==> src/rtl/display_color_modulator.sv <==
// ---------------------------------------------------------------------------
// display_color_modulator
//
// Encodes CHANNELS parallel RGB pixels into one drive bit per colour
// component. Contains its own sub-frame sequencer. Two modulation schemes are
// supported:
//   - PWM: a threshold `cycle` runs 1..2^W-1. A component is lit while it is
//     >= cycle.
//   - BCM: a bit-plane index runs 0..W-1. The component's bit at that plane
//     drives the output. `weight` tells the scan driver how long to hold it.
// The mode request is only taken at frame boundaries, so a frame is never
// built from both schemes.
//
// Ports:
//   clk        system clock, all logic on posedge
//   rst        synchronous active-high reset
//   mode       requested mode (0 = PWM, 1 = BCM), taken at frame boundaries
//   advance    strobe from the scan driver: current sub-frame finished
//   in_valid   in_pixel carries a pixel this cycle
//   in_pixel   CHANNELS x {R,G,B} components, channel c at [c*3*W +: 3*W]
//   out_valid  out_rgb was loaded on this edge
//   out_rgb    per channel {R,G,B} drive bits, channel c at [c*3 +: 3]
//   cycle      current PWM threshold (held at 1 in BCM)
//   plane      current BCM bit-plane (held at 0 in PWM)
//   weight     relative sub-frame duration (1<<plane in BCM, 1 in PWM)
//   wrap       one-cycle pulse on the edge that completes a frame
// ---------------------------------------------------------------------------
module display_color_modulator #(
  parameter int CYCLEWIDTH = 8,
  parameter int CHANNELS   = 2,
  parameter int PLANEWIDTH = (CYCLEWIDTH > 1) ? $clog2(CYCLEWIDTH) : 1
) (
  input  logic                             clk,
  input  logic                             rst,
  input  logic                             mode,
  input  logic                             advance,
  input  logic                             in_valid,
  input  logic [CHANNELS*3*CYCLEWIDTH-1:0] in_pixel,
  output logic                             out_valid,
  output logic [CHANNELS*3-1:0]            out_rgb,
  output logic [CYCLEWIDTH-1:0]            cycle,
  output logic [PLANEWIDTH-1:0]            plane,
  output logic [CYCLEWIDTH-1:0]            weight,
  output logic                             wrap
);

  localparam logic [CYCLEWIDTH-1:0] CYCLE_LAST = '1;
  localparam logic [CYCLEWIDTH-1:0] CYCLE_ONE  = CYCLEWIDTH'(1);
  localparam logic [PLANEWIDTH-1:0] PLANE_LAST = PLANEWIDTH'(CYCLEWIDTH - 1);

  logic                  mode_q;
  logic                  frame_end;
  logic [PLANEWIDTH-1:0] plane_next;
  logic [CYCLEWIDTH-1:0] cycle_next;
  logic [CHANNELS*3-1:0] enc;
  logic [CYCLEWIDTH-1:0] comp;

  // Only the counter that belongs to the active mode can end a frame.
  assign frame_end  = advance && (mode_q ? (plane == PLANE_LAST) : (cycle == CYCLE_LAST));
  assign plane_next = plane + 1'b1;
  assign cycle_next = cycle + 1'b1;

  // Encode every component against the pre-advance sequencer state. cycle
  // never reads 0, so the explicit zero test only guards against that
  // invariant ever being broken.
  always_comb begin
    enc  = '0;
    comp = '0;
    for (int c = 0; c < CHANNELS; c++) begin
      for (int k = 0; k < 3; k++) begin
        comp = in_pixel[(c*3 + k)*CYCLEWIDTH +: CYCLEWIDTH];
        if (mode_q) begin
          enc[c*3 + k] = comp[plane];
        end else begin
          enc[c*3 + k] = (comp >= cycle) && (comp != '0);
        end
      end
    end
  end

  // Sequencer and output register. On a frame-completing advance both
  // counters return to their start values and the new mode is adopted, so
  // weight can go straight back to 1 regardless of the mode chosen.
  always_ff @(posedge clk) begin
    if (rst) begin
      out_rgb   <= '0;
      out_valid <= 1'b0;
      wrap      <= 1'b0;
      cycle     <= CYCLE_ONE;
      plane     <= '0;
      weight    <= CYCLE_ONE;
      mode_q    <= mode;
    end else begin
      wrap <= 1'b0;

      if (frame_end) begin
        wrap   <= 1'b1;
        mode_q <= mode;
        cycle  <= CYCLE_ONE;
        plane  <= '0;
        weight <= CYCLE_ONE;
      end else if (advance) begin
        if (mode_q) begin
          plane  <= plane_next;
          weight <= CYCLE_ONE << plane_next;
        end else begin
          cycle  <= cycle_next;
          weight <= CYCLE_ONE;
        end
      end

      if (in_valid) begin
        out_valid <= 1'b1;
        out_rgb   <= enc;
      end else begin
        out_valid <= 1'b0;
      end
    end
  end

endmodule

==> config.mk <==
export PLATFORM = sky130hd
export DESIGN_NAME = display_color_modulator
export DESIGN_NICKNAME = d
export VERILOG_FILES = /design/src/rtl/display_color_modulator.sv
export SDC_FILE = /design/constraint.sdc
export NUM_CORES = 1
export LEC_CHECK = 0
export CAP_MARGIN = 20
export CORE_AREA = 2 2 71 80
export CTS_CLUSTER_DIAMETER = 50
export CTS_CLUSTER_SIZE = 20
export DETAILED_ROUTE_END_ITERATION = 8
export DIE_AREA = 0 0 73 82
export PLACE_DENSITY = 0.86
export SLEW_MARGIN = 30
export SYNTH_ARGS = -nofsm -noshare
export SYNTH_HDL_FRONTEND = slang
export SYNTH_SLANG_ARGS = --single-unit
==> constraint.sdc <==
create_clock -name clk -period 2.9 [get_ports clk]
set_input_delay 0.435 -clock clk [delete_from_list [all_inputs] [get_ports clk]]
set_output_delay 0.435 -clock clk [all_outputs]
set_load 0.01 [all_outputs]
Yosys cells after proc, flatten, opt, wreduce, memory -nomap -nowiden
Cells that the tools add are included.
{"block": "totals", "ff_bits": 28, "in_bits": 53, "elab_cells": 61}
{"block": "classes", "add_sub_neg": 2, "magnitude_cmp": 7, "n_eq_ne": 2, "n_shift": 1, "mux": 24, "bitwise_logic": 1, "reduce_logical": 17}
{"cell": "8-bit >= comparator", "n": 6}
{"cell": "8-bit nonzero test", "n": 6}
{"cell": "1-bit binary-select mux with 3-bit select", "n": 6}
{"cell": "1-bit two-way mux", "n": 17}
{"cell": "8-bit by 1-bit adder with 8-bit output (second input constant)", "n": 1}
{"cell": "8-bit equality test (second input constant)", "n": 1}
{"cell": "8-bit two-way mux", "n": 1}
{"cell": "1-bit by 3-bit left shift with 8-bit output (first input constant)", "n": 1}
{"cell": "1-bit logical AND", "n": 7}
{"cell": "3-bit by 4-bit < comparator with 1-bit output (second input constant)", "n": 1}
{"cell": "2-bit AND reduction", "n": 2}
{"cell": "3-bit by 1-bit adder with 3-bit output (second input constant)", "n": 1}
{"cell": "3-bit equality test (second input constant)", "n": 1}
{"cell": "2-bit nonzero test", "n": 1}
{"cell": "2-bit OR reduction", "n": 1}
{"cell": "1-bit inverter", "n": 1}

Logic depth before layout (Yosys ltp)
{"block": "depth", "word_depth": 5, "ltp_mapped": 7}

Worst setup path after synthesis
OpenSTA, ideal clock, no wires.
{"block": "synth_path", "path_kind": "reg2reg", "from": "register cycle[1]", "to": "register out_rgb[1]", "setup_ns": 0.122, "arrival_ns": 1.711, "setup_slack_ns": 1.067, "path_stages_with_launch": 8, "path_cell_list": "dfxtp_1 inv_1 ha_1 nor2b_1 o211a_1 a211oi_1 o21ai_0 a221o_1"}
{"block": "synth_between", "elab_chain_cells": 3}
{"item": "start: declaration", "line": "41", "rtl": "output logic [CYCLEWIDTH-1:0] cycle,"}
{"item": "start signal: assignment", "line": "107", "rtl": "cycle <= cycle_next;"}
{"item": "8-bit >= comparator", "line": "75", "rtl": "enc[c*3 + k] = (comp >= cycle) && (comp != '0);"}
{"item": "1-bit logical AND", "line": "75"}
{"item": "1-bit two-way mux", "line": "72", "rtl": "if (mode_q) begin"}
{"item": "end signal: assignment", "line": "114", "rtl": "out_rgb <= enc;"}
{"item": "end: declaration", "line": "40", "rtl": "output logic [CHANNELS*3-1:0] out_rgb,"}
Every way passes these cells.
A chain may end at the register's enable or synchronous reset.

Worst setup path in the final report
{"block": "layout_path", "from": "register plane[1]", "to": "output port plane[1]"}
{"item": "start: declaration", "line": "42", "rtl": "output logic [PLANEWIDTH-1:0] plane,"}
{"item": "start signal: assignment", "line": "104", "rtl": "plane <= plane_next;"}
No word-level cell between the ends.

==> results by group <==
Worst setup path
  • Worst r2r src: cycle[0]
  • Crit Path Class: flop to output pin
  • Crit Reg-Reg Endpoint: out_rgb[0]
  • FF-to-FF setup slack: 790 ps
  • Worst EP arrival: 1770 ps
  • Element type at the critical path start: flop
  • CP required: 2470 ps
  • Worst r2r path cells: 6
  • CP Max Fanout: 12
  • Crit. End Element: output pin

Final layout
  • Area delta synth->final: 35.9%
  • Proportion of layout cells with a drive suffix above 1: 0.0552
  • Layout Utilization: 0.685
  • Number of antenna diodes: 0
  • Design Area, Final: 3580 µm²
  • Fin nets: 471

Drt
  • Via density per instance: 6.31
  • Vias: 2663
  • 1st-iter DRT viols: 143
  • Routed len/inst: 17.4 µm
  • Post-route ant nets: 0
  • First-pass DRT Iterations: 5
  • DRT Wirelength: 7350 µm
  • # DRC: 0

Synth
  • Syn Nets: 389
  • Sequential element share of the synthesized area: 0.217
  • Distinct cells, synth: 29
  • Synth warn: 0
  • Cells after Synth: 281
  • Yosys reg bits: 28
  • Syn avg cell area: 9.36 µm²
  • Synth Cell Area: 2630 µm²

Floorplan
  • Chip height: 82 µm
  • Die area: 5990 µm²
  • Ports: 80
  • Die width: 73 µm
  • # rows: 28
  • Initial Util: 0.504
  • Core Area: 5220 µm²

STA
  • Tmin final: 2210 ps
  • RSZ-0062 raised after global routing: false
  • Slew Limit Fails: 0
  • Fin crit share: 0.761
  • Setup-failing EPs final: 0
  • Setup WS post-layout: 693 ps
  • Worst Tran Pin Value: 666 ps
  • Hold Vio Cnt, Final: 0
  • Clock skew: 8.91 ps
  • Fmax: 453 MHz
  • Final hold slack: 473 ps
  • Sum Neg Setup Slack: 0 ps
  • Slew headroom: 0.555

CTS
  • # hold bufs at CTS: 0
  • Clk buf depth: 2
  • Post-CTS sizing: 0
  • Post-CTS Setup Inserts: 0
  • Clock sink count: 28
  • TritonCTS clock tree: built
  • Total CTS buffers: 3
  • Worst-Skew Late Latency: 280 ps
  • Root Buffer: clkbuf_8
  • H-tree levels: 1
  • Clock Pin Slew Worst Setup and Hold Paths: 110 ps

Placement
  • IO Port Bufs: 79
  • RePlAce Congestion: 0.823
  • Dpl hpwl: 5670 µm
  • Placed inst area: 3510 µm²
  • Pre-CTS setup slack: 511 ps

Min path
  • HP Start: weight[5]
  • Hold Path Class: flop to flop
  • WHS Path Cells: 2
  • Hold EP: weight[5]

Global route
  • Number of global-route vias before repair: 2636
  • Pin count of the biggest net entering global routing: 21
  • Total gr overflow: 0
  • Global-route wire length before repair: 11900 µm
  • GRT Util Overall: 0.254
  • Initial antenna violation count: 0

Pwr
  • Cell area power density: 312 nW/µm²
  • Worst vdd ir: 0.288 mV
  • Leak pwr: 1.42 nW

Outcome
  • Status: completed

Flow run
  • Maxcap violations: 0
==> metrics by stage <==
| step | total power, mW | cells |
|---|---|---|
| floorplan | 0.625 | 281 |
| global placement | 0.789 | 418 |
| detailed placement | 0.804 | 418 |
| CTS | 1.11 | 422 |
| global route | 1.17 | 422 |
| finish | 1.12 | 422 |
==> routing by layer <==
layer,vias up,share of wire,global-route usage,routed length (µm)
met3,31,0.075,0.0233,551
met2,143,0.51,0.459,3720
met1,1241,0.38,0.298,2780
li1,1248,-,-,-
met5,-,0,0,0
met4,0,0.040,0.126,296
==> worst max-delay path, cell delays in order, from the launching register on <==
cell and delay, ps:
dfxtp_1 710, buf_4 240, clkdlybuf4s50_1 530
==> cells in the mapped netlist (all sizes together) <==
cell type | number | area share
and3 | 5 | 0.012
nand2 | 14 | 0.020
nor2 | 12 | 0.017
nand2b | 14 | 0.033
nor4 | 12 | 0.029
nand4 | 12 | 0.029
edfxtp | 1 | 0.011
a221o | 6 | 0.023
mux4 | 12 | 0.11
a21oi | 31 | 0.059
o211ai | 1 | 0.0029
a32oi | 1 | 0.0033
clkbuf | 6 | 0.0086
xnor2 | 8 | 0.027
a211oi | 3 | 0.0086
nor2b | 6 | 0.014
buf | 3 | 0.0081
o211a | 3 | 0.011
a22o | 6 | 0.020
a211o | 3 | 0.010
dfxtp | 27 | 0.21
nand3 | 11 | 0.021
a31o | 3 | 0.010
o21a | 3 | 0.0086
ha | 55 | 0.26
inv | 16 | 0.023
o21ai | 7 | 0.013
==> where the power goes <==
part	total [mW]	internal (mW)	switching, mW
Combinational	0.371	0.211	0.160
Clock	0.317	0.185	0.132
Sequential	0.428	0.405	0.0228
Total	1.12	0.801	0.315
==> logic make-up after synthesis <==
group | count (synthesis) | synth area share
fa+ha+maj | 55 | 0.262
xor+xnor | 8 | 0.0266
flops | 28 | 0.217
compound gates | 67 | 0.170
simple gates | 86 | 0.175
buf+inv | 25 | 0.0395
mux | 12 | 0.111
==> state kept, by name (all words and copies together), names as in the netlist <==
register / cells
cycle: 8
weight: 8
out_rgb: 6
plane: 3
mode_q: 1
out_valid: 1
wrap: 1
==> how the worst max path moves through the flow <==
stage / from / end / slack, ps / cells after the start
2_1_floorplan: cycle[1] / out_rgb[1] / 1070 / 7
3_3_place_gp: in_pixel[24] / out_rgb[3] / 620 / 8
3_5_place_dp: in_pixel[0] / out_rgb[0] / 510 / 8
4_1_cts: plane[1] / plane[1] / 680 / 2
5_1_grt: plane[1] / plane[1] / 640 / 2
6_report: plane[1] / plane[1] / 690 / 2
==> cells in the final DEF, fill, tap and decap left out <==
cell / synthesis / final
a211o_1: 3 / 3
a211oi_1: 3 / 3
a21oi_1: 31 / 31
a221o_1: 6 / 6
a22o_1: 6 / 6
a31o_2: 3 / 3
a32oi_1: 1 / 1
and3_1: 5 / 5
buf_4: 0 / 7
bufinv_16: 0 / 1
clkbuf_8: 0 / 3
clkdlybuf4s50_1: 0 / 79
dfxtp_1: 27 / 27
edfxtp_1: 1 / 1
ha_1: 55 / 55
inv_1: 16 / 16
mux4_1: 6 / 6
mux4_2: 6 / 6
nand2_1: 14 / 14
nand2b_1: 14 / 14
nand3_1: 11 / 11
nand4_1: 12 / 12
nor2_1: 12 / 12
nor2b_1: 6 / 6
nor4_1: 12 / 12
o211a_1: 3 / 3
o211ai_1: 1 / 1
o21a_1: 3 / 3
o21ai_0: 7 / 7
xnor2_1: 8 / 8
==> cell type report <==
cell class	instances	area, µm²
Timing Repair Buffer	86	843
Tap cell	60	75.1
Fill cell	416	1640
Inverter	16	60.1
Clock inverter	1	30.0
Multi-Input combinational cell	228	1960
Sequential cell	28	571
Clock buffer	3	41.3
No activity file was read; power rests on OpenSTA's default activity.
